## src/rtl/game_controller.sv

```systemverilog
`default_nettype none
// ============================================================================
// game_controller : Pong match sequencer (match FSM, scores, serve control)
// Revision 1.0
// ============================================================================
module game_controller #(
  parameter int WIN_SCORE    = 7,
  parameter int SERVE_FRAMES = 120,
  parameter int POINT_FRAMES = 60
) (
  input  logic       clk,
  input  logic       reset,
  input  logic       start,
  input  logic       pause,
  input  logic       wrap_sel,
  input  logic       frame_tick,
  input  logic       miss_left,
  input  logic       miss_right,
  output logic       game_on,
  output logic       ball_reset,
  output logic       serve_dir,
  output logic       wrap_mode,
  output logic [3:0] score_left,
  output logic [3:0] score_right,
  output logic [1:0] winner,
  output logic [2:0] state
);

  localparam int CNT_MAX = (SERVE_FRAMES > POINT_FRAMES) ? SERVE_FRAMES : POINT_FRAMES;
  localparam int CNT_W   = $clog2(CNT_MAX + 1);

  localparam logic [CNT_W-1:0] c_serve_cnt = CNT_W'(SERVE_FRAMES);
  localparam logic [CNT_W-1:0] c_point_cnt = CNT_W'(POINT_FRAMES);
  localparam logic [CNT_W-1:0] c_cnt_one   = CNT_W'(1);
  localparam logic [3:0]       c_win       = 4'(WIN_SCORE);

  typedef enum logic [2:0] {
    ST_IDLE  = 3'd0,
    ST_SERVE = 3'd1,
    ST_PLAY  = 3'd2,
    ST_POINT = 3'd3,
    ST_OVER  = 3'd4
  } state_e;

  state_e           state_q, state_d;
  logic [CNT_W-1:0] cnt_q, cnt_d;
  logic [3:0]       score_left_q, score_left_d;
  logic [3:0]       score_right_q, score_right_d;
  logic [1:0]       winner_q, winner_d;
  logic             game_on_q, game_on_d;
  logic             ball_reset_q, ball_reset_d;
  logic             serve_dir_q, serve_dir_d;
  logic             wrap_mode_q, wrap_mode_d;
  logic             paused_q, paused_d;
  logic             start_q, pause_q;
  logic             start_edge, pause_edge;

  assign start_edge = start & ~start_q;
  assign pause_edge = pause & ~pause_q;

  always_comb begin
    state_d       = state_q;
    cnt_d         = cnt_q;
    score_left_d  = score_left_q;
    score_right_d = score_right_q;
    winner_d      = winner_q;
    serve_dir_d   = serve_dir_q;
    wrap_mode_d   = wrap_mode_q;
    paused_d      = paused_q;

    case (state_q)
      ST_IDLE, ST_OVER: begin
        if (start_edge) begin
          score_left_d  = 4'd0;
          score_right_d = 4'd0;
          winner_d      = 2'b00;
          wrap_mode_d   = wrap_sel;
          serve_dir_d   = 1'b0;
          cnt_d         = c_serve_cnt;
          state_d       = ST_SERVE;
        end
      end
      ST_SERVE: begin
        if (frame_tick) begin
          if (cnt_q == c_cnt_one) state_d = ST_PLAY;
          else                    cnt_d   = cnt_q - c_cnt_one;
        end
      end
      ST_PLAY: begin
        // A simultaneous double miss is a void point: nobody scores.
        if (!paused_q && miss_left && miss_right) begin
          cnt_d    = c_point_cnt;
          state_d  = ST_POINT;
          paused_d = 1'b0;
        end else if (!paused_q && miss_left) begin
          score_right_d = (score_right_q == 4'hF) ? 4'hF : score_right_q + 4'd1;
          serve_dir_d   = 1'b0;
          paused_d      = 1'b0;
          if (score_right_d == c_win) begin
            winner_d = 2'b10;
            state_d  = ST_OVER;
          end else begin
            cnt_d   = c_point_cnt;
            state_d = ST_POINT;
          end
        end else if (!paused_q && miss_right) begin
          score_left_d = (score_left_q == 4'hF) ? 4'hF : score_left_q + 4'd1;
          serve_dir_d  = 1'b1;
          paused_d     = 1'b0;
          if (score_left_d == c_win) begin
            winner_d = 2'b01;
            state_d  = ST_OVER;
          end else begin
            cnt_d   = c_point_cnt;
            state_d = ST_POINT;
          end
        end else if (pause_edge) begin
          paused_d = ~paused_q;
        end
      end
      ST_POINT: begin
        if (frame_tick) begin
          if (cnt_q == c_cnt_one) begin
            cnt_d   = c_serve_cnt;
            state_d = ST_SERVE;
          end else begin
            cnt_d = cnt_q - c_cnt_one;
          end
        end
      end
      default: state_d = ST_IDLE;
    endcase

    // Outputs follow the next state so they line up with the state register.
    game_on_d    = (state_d == ST_SERVE) | ((state_d == ST_PLAY) & ~paused_d);
    ball_reset_d = (state_d != ST_PLAY);
  end

  always_ff @(posedge clk) begin
    if (reset) begin
      state_q       <= ST_IDLE;
      cnt_q         <= '0;
      score_left_q  <= 4'd0;
      score_right_q <= 4'd0;
      winner_q      <= 2'b00;
      game_on_q     <= 1'b0;
      ball_reset_q  <= 1'b1;
      serve_dir_q   <= 1'b0;
      wrap_mode_q   <= 1'b0;
      paused_q      <= 1'b0;
      start_q       <= 1'b1;
      pause_q       <= 1'b1;
    end else begin
      state_q       <= state_d;
      cnt_q         <= cnt_d;
      score_left_q  <= score_left_d;
      score_right_q <= score_right_d;
      winner_q      <= winner_d;
      game_on_q     <= game_on_d;
      ball_reset_q  <= ball_reset_d;
      serve_dir_q   <= serve_dir_d;
      wrap_mode_q   <= wrap_mode_d;
      paused_q      <= paused_d;
      start_q       <= start;
      pause_q       <= pause;
    end
  end

  assign game_on     = game_on_q;
  assign ball_reset  = ball_reset_q;
  assign serve_dir   = serve_dir_q;
  assign wrap_mode   = wrap_mode_q;
  assign score_left  = score_left_q;
  assign score_right = score_right_q;
  assign winner      = winner_q;
  assign state       = state_q;

endmodule
`default_nettype wire

```

## config.mk

```make
export PLATFORM = sky130hd
export DESIGN_NAME = game_controller
export DESIGN_NICKNAME = d
export VERILOG_FILES = /design/src/rtl/game_controller.sv
export SDC_FILE = /design/constraint.sdc
export NUM_CORES = 1
export LEC_CHECK = 0
export ABC_CLOCK_PERIOD_IN_PS = 3900
export CAP_MARGIN = 5
export CORE_ASPECT_RATIO = 1.25
export CORE_MARGIN = 2
export CORE_UTILIZATION = 40
export CTS_BUF_LIST = sky130_fd_sc_hd__clkbuf_4 sky130_fd_sc_hd__clkbuf_8 sky130_fd_sc_hd__clkbuf_16
export CTS_CLUSTER_SIZE = 28
export DETAILED_ROUTE_END_ITERATION = 12
export GPL_TIMING_DRIVEN = 1
export HOLD_SLACK_MARGIN = 0.02
export PLACE_DENSITY_LB_ADDON = 0.08
export SLEW_MARGIN = 20
export SYNTH_ARGS = -nofsm -noshare
export SYNTH_HDL_FRONTEND = slang
export SYNTH_SLANG_ARGS = --single-unit
```

## constraint.sdc

```tcl
create_clock -name clk -period 3.9 [get_ports clk]
set_clock_uncertainty 0.1 [all_clocks]
set_input_delay 1.17 -clock clk [delete_from_list [all_inputs] [get_ports clk]]
set_output_delay 1.17 -clock clk [all_outputs]
set_load 0.02 [all_outputs]
```

==> impl_metrics.ini, run 1 <==
[status]
status = completed

[clock_tree]
cts_resized = 0
path_clk_slew_ps = 90
htree_levels = 1
cts_sinks = 27
cts_hold_buffers = 0
max-clock-path-buffers = 2
post_cts_buffers = 0
clk_latency_ps = 280
numCtsBuffers = 3
cts_tree = yes
clockRootBuffer = clkbuf_8

[flow_run]
cap_violations = 0

[power]
ir_worst_vdd_v = 0.0001167
cellPowerDensity_mw_per_mm2 = 281.8
p_total_mw = 0.5304
p_leak_nw = 0.6704

[critical_path]
critPathLaunchType = input port
slowest_delay_ps = 590
ff2ff_setup_slack_ps = 1360
cp_max_fo = 6
path_cells = clkdlybuf4s50_1 -> or4b_1 -> and2_1 -> a221o_1 -> nor3_2 -> a311oi_1
required_ps = 3960
slowest_stage = or4b_1
critPathArrivalTime_ps = 3210
critical_path_class = input port to register
end_kind = register

[synthesis]
syn-cell-area_sq_mm = 0.001563
avgSynthCellArea_sq_um = 8.357
synth_fp_nets = 199
synth-warning-count = 0
ys_seq_area_share_pct = 34.59
syn_inst = 187
synth_seq_cells = 27
ys.flop_type = dfxtp_1
synth_top_area_share_pct = 34.59
async_reset_ff_share_pct = 0
synth_cell_types = 49
yosysTopAreaCell = dfxtp_1
synth_area_leaders = dfxtp_1, a21oi_1, nand3_1
synth-edff-count = 0

[global_routing]
met2_usage_pct = 34.78
grt-ovfl-total = 0
grt_first_pass_wirelength_microns = 6679
gr-usage-met3_pct = 2.465
track_usage_pct = 20.12
grt-busiest-layer = met2
antenna_found_initial = 0
gr-usage-met1_pct = 23.66
grt_max_degree = 25
grt_pass1_vias = 1421

[sta]
whs_ps = 392.2
final-hold-violation-count = 0
setup_viol = 0
fmax_ghz = 0.3171
relSlewSlack_pct = 37.25
worstMarginPinSlew_ps = 939.2
rsz0062_at_grt = false
finalCriticalPeriod_ps = 3153
fin_crit_sh_pct = 80.86
fin_setup_tns_ps = 0
slew_violations = 0

[routing]
via_per_inst = 6.040
drt_iter0_drc = 74
drt-total-wl_microns = 4114
post_drt_wl_per_cell_microns = 16.46
vias = 1510
drcViolationCount = 0
firstDrtPassIters = 4
drt.antenna.violating_nets = 0

[min_path]
hold_class = register to register

[die]
initial_core_util_pct = 41.63
fp.coreArea_sq_mm = 0.003754
dieHeight_microns = 73.89
dieArea_sq_mm = 0.004426
rows = 25
io_pins = 25
fp.dieW_microns = 59.91

[place]
io_buffers = 24
dp_hpwl_microns = 3080
gp_congestion = 0.8114

[finish]
syn2layout_area_growth_pct = 20.42
nets = 223
diodes = 0
layout-drive-gt1-share_pct = 8.571
==> per-layer routing <==
metal	vias up	routed length (microns)
li1	752	-
met1	707	1785
met2	36	2104
met3	15	83
met4	0	140
met5	-	0
==> final timing paths <==
path,from,to,cells after the start
setup reg to reg,state[1],game_on,5
setup / recovery,start,cnt_q[5],6
hold / removal,wrap_mode,wrap_mode,2
hold reg to reg,wrap_mode,wrap_mode,2
==> flip-flops by register name, indices dropped and copies added (netlist names) <==
name and cells:
paused_q 1, pause_q 1, state 3, game_on 1, cnt_q 7, serve_dir 1, ball_reset 1, score_left 4
score_right 4, start_q 1, winner 2, wrap_mode 1
==> synth_stat cells (2+ instances only) <==
cell       n
nor2b_1    2
buf_2      2
clkbuf_1   4
a311oi_1   4
a21oi_1   16
nor4b_1    2
nand3_1   12
dfxtp_1   27
o21bai_1   2
nor3_1     4
or2_2      3
o31ai_1    3
or4_1      2
nor3b_1    2
ha_1       4
or4b_1     2
nand4_1    2
a21o_1     3
inv_1      9
nor2_1    15
a31o_2     2
mux2i_1    5
o21ai_0   10
nand2b_1   6
nand2_1   11
and2_1     2
a31oi_1    6
a211oi_1   4
==> layout make-up <==
cell class              instances  area [sq um]
repair buffers                 26         255.2
fillers                       372          1872
multi-input cells             144         955.9
clock inverters                 1         5.005
inverters                       9         33.78
clock buffers                   3         41.29
well taps                      40         50.05
flip-flops and latches         27         540.5
==> worst max-delay path: cells and delay by family <==
kind	cells	cell delay, ps
simple gates	3	1080
buf+inv	1	500
compound gates	2	450
==> where the power goes <==
part / internal (mW) / leakage [nW] / switching (mW)
clock: 0.0718 / 0.0255 / 0.0927
combinational: 0.0329 / 0.426 / 0.0399
sequential: 0.283 / 0.219 / 0.00991
total: 0.388 / 0.670 / 0.143
==> cells by family after synthesis <==
logic type	after synthesis	share of synthesized area [%]
compound gates	58	25.62
xor+xnor	2	1.121
fa+ha+maj	4	3.203
buf+inv	16	4.243
flops	27	34.59
mux	5	3.203
simple gates	75	28.02
==> per-stage QoR <==
stage	cell area (sq um)	util (%)	instances	setup slack (ps)
3_3_place_gp	1836	48.90	246	563.1
4_1_cts	1882	50.13	250	759.7
6_report	1882	50.13	250	746.6
3_5_place_dp	1836	48.90	246	456.1
5_1_grt	1882	50.13	250	613.2
2_1_floorplan	1563	-	187	1171
==> placed cells by master, fill, tap and decap left out, types with 3 or more instances in the layout <==
cell,n
a211oi_1,4
a21o_1,3
a21oi_1,16
a311oi_1,4
a31oi_1,6
clkbuf_8,3
clkdlybuf4s50_1,24
dfxtp_1,27
ha_1,4
inv_1,9
mux2i_1,5
nand2_1,11
nand2b_1,6
nand3_1,12
nor2_1,15
nor3_1,4
o21ai_0,10
o31ai_1,3
or2_2,3
Note: power is estimated with default switching activity, not from simulation.
==> run 2, diff against run 1 <==
--- a/config.mk
+++ b/config.mk
@@ -5,7 +5,7 @@
 export SDC_FILE = /design/constraint.sdc
 export NUM_CORES = 1
 export LEC_CHECK = 0
-export ABC_CLOCK_PERIOD_IN_PS = 3900
+export ABC_CLOCK_PERIOD_IN_PS = 3000
 export CAP_MARGIN = 5
 export CORE_ASPECT_RATIO = 1.25
 export CORE_MARGIN = 2
==> constraint.sdc (replaced) <==
create_clock -name clk -period 3 [get_ports clk]
set_clock_uncertainty 0.1 [all_clocks]
set_input_delay 0.9 -clock clk [delete_from_list [all_inputs] [get_ports clk]]
set_output_delay 0.9 -clock clk [all_outputs]
set_load 0.02 [all_outputs]
==> run 2 against run 1 <==
  * Worst setup slack got worse by 490 ps
  * Global-route usage fell by 0.56 points
  * Flip-flop and latch count did not move
  * Sequential power rose by 30%
  * First-iteration DRC count rose by 46%
  * Non-clock buffer count rose by 6
  * Die area did not move
  * Combinational power rose by 37%
  * Critical endpoint is now cnt_q[4]
  * Largest power group unchanged
==> impl_metrics.ini, run 2 (synthesized netlist as in run 1, its figures left out) <==
[status]
status = completed

[global_routing]
grt-ovfl-total = 0
grt_first_pass_wirelength_microns = 6617
grt_pass1_vias = 1428
track_usage_pct = 19.56
grt_max_degree = 25
antenna_found_initial = 0

[power]
ir_worst_vdd_v = 0.0001450
p_total_mw = 0.6986
p_leak_nw = 0.7006
cellPowerDensity_mw_per_mm2 = 362.5

[critical_path]
path_cells = clkdlybuf4s50_1 -> or4b_1 -> and2_1 -> a221oi_4 -> a31oi_1 -> a311oi_1
critPathArrivalTime_ps = 2840
required_ps = 3090
critPathLaunchType = input port
cp_max_fo = 7
slowest_delay_ps = 510
slowest_stage = clkdlybuf4s50_1
end_kind = register
critPathBufInv = 1
critical_path_class = input port to register
cp_top_family = compound AO/OA/AOI/OAI gates

[finish]
n_fill_cell = 360
largest_reg_flops = 7
nets = 229
final_cells = 256
diodes = 0
syn2layout_area_growth_pct = 23.30
final_common_cell = dfxtp_1
layout-drive-gt1-share_pct = 11.11
layout_common_cells = dfxtp_1, clkdlybuf4s50_1, a21oi_1, nor2_1, nand3_1
regMostFlops = cnt_q

[routing]
vias = 1537
drt-total-wl_microns = 4108
firstDrtPassIters = 4
post_drt_wl_per_cell_microns = 16.05
drcViolationCount = 0
via_per_inst = 6.004
drt.antenna.violating_nets = 0
drt_iter0_drc = 108

[die]
rows = 25
fp.dieW_microns = 59.91
initial_core_util_pct = 41.63
io_pins = 25
dieArea_sq_mm = 0.004426
dieHeight_microns = 73.89
fp.coreArea_sq_mm = 0.003754

[sta]
finalCriticalPeriod_ps = 2745
finalWorstSetupSlack_ps = 255.1
worstMarginPinSlew_ps = 509.9
rsz0062_at_grt = false
setup_viol = 0
final-hold-violation-count = 0
relSlewSlack_pct = 65.72
slew_violations = 0
fin_crit_sh_pct = 91.50
whs_ps = 362.9
fmax_ghz = 0.3643

[min_path]
hold_class = register to register

[clock_tree]
clockRootBuffer = clkbuf_8
numCtsBuffers = 3
clk_latency_ps = 280
htree_levels = 1
cts_sinks = 27
cts_tree = yes
post_cts_buffers = 0
cts_hold_buffers = 0
cts_resized = 0
path_clk_slew_ps = 100
max-clock-path-buffers = 2

[place]
io_buffers = 24
gp_congestion = 0.8335
place_ws_ps = -26.66
dp_hpwl_microns = 2984
dp_cells = 252

[flow_run]
cap_violations = 0
-- run 2: changes by cell type in the layout (fill, tap and decap cells not counted) --
cell and delta:
buf_4 +6
-- run 2: worst paths after layout --
kind | end | cells after the start | from | slack (ps)
setup / recovery | cnt_q[4] | 6 | start | 260
setup reg to reg | game_on | 6 | score_right[0] | 540
hold reg to reg | wrap_mode | 2 | wrap_mode | 360
hold / removal | wrap_mode | 2 | wrap_mode | 360
-- run 2: power breakdown --
group	leakage, nW	internal (mW)	switching [mW]
Combinational	0.456	0.0459	0.0538
Sequential	0.219	0.368	0.0127
Clock	0.0255	0.0935	0.125
-- run 2: metal layers --
metal  track usage [%]  share of wire [%]
met1             24.84                 42
met4             7.407                2.1
met5                 0                  0
met3             3.169                4.5
met2             32.61                 51
-- run 2: through the flow --
step	util (%)	cell area [sq um]	setup TNS [ps]
3_3_place_gp	50.10	1881	0
4_1_cts	51.33	1927	0
6_report	51.33	1927	0
3_5_place_dp	50.10	1881	-29.12
2_1_floorplan	-	1563	0
5_1_grt	51.33	1927	0
-- run 2: worst register-to-register path: cells and delay by family, from the launching register on --
family	cells	cell delay [ps]
mux	1	130
xor+xnor	1	150
fa+ha+maj	1	290
compound gates	1	250
simple gates	2	1020
flops	1	460
-- run 2: layout make-up --
class	count	area, sq um	share of cell area (%)
Tap cell	40	50.05	2.597
Timing Repair Buffer	32	300.3	15.58
Clock inverter	1	5.005	0.2597
Clock buffer	3	41.29	2.143
Inverter	9	33.78	1.753
Multi-Input combinational cell	144	955.9	49.61
Sequential cell	27	540.5	28.05
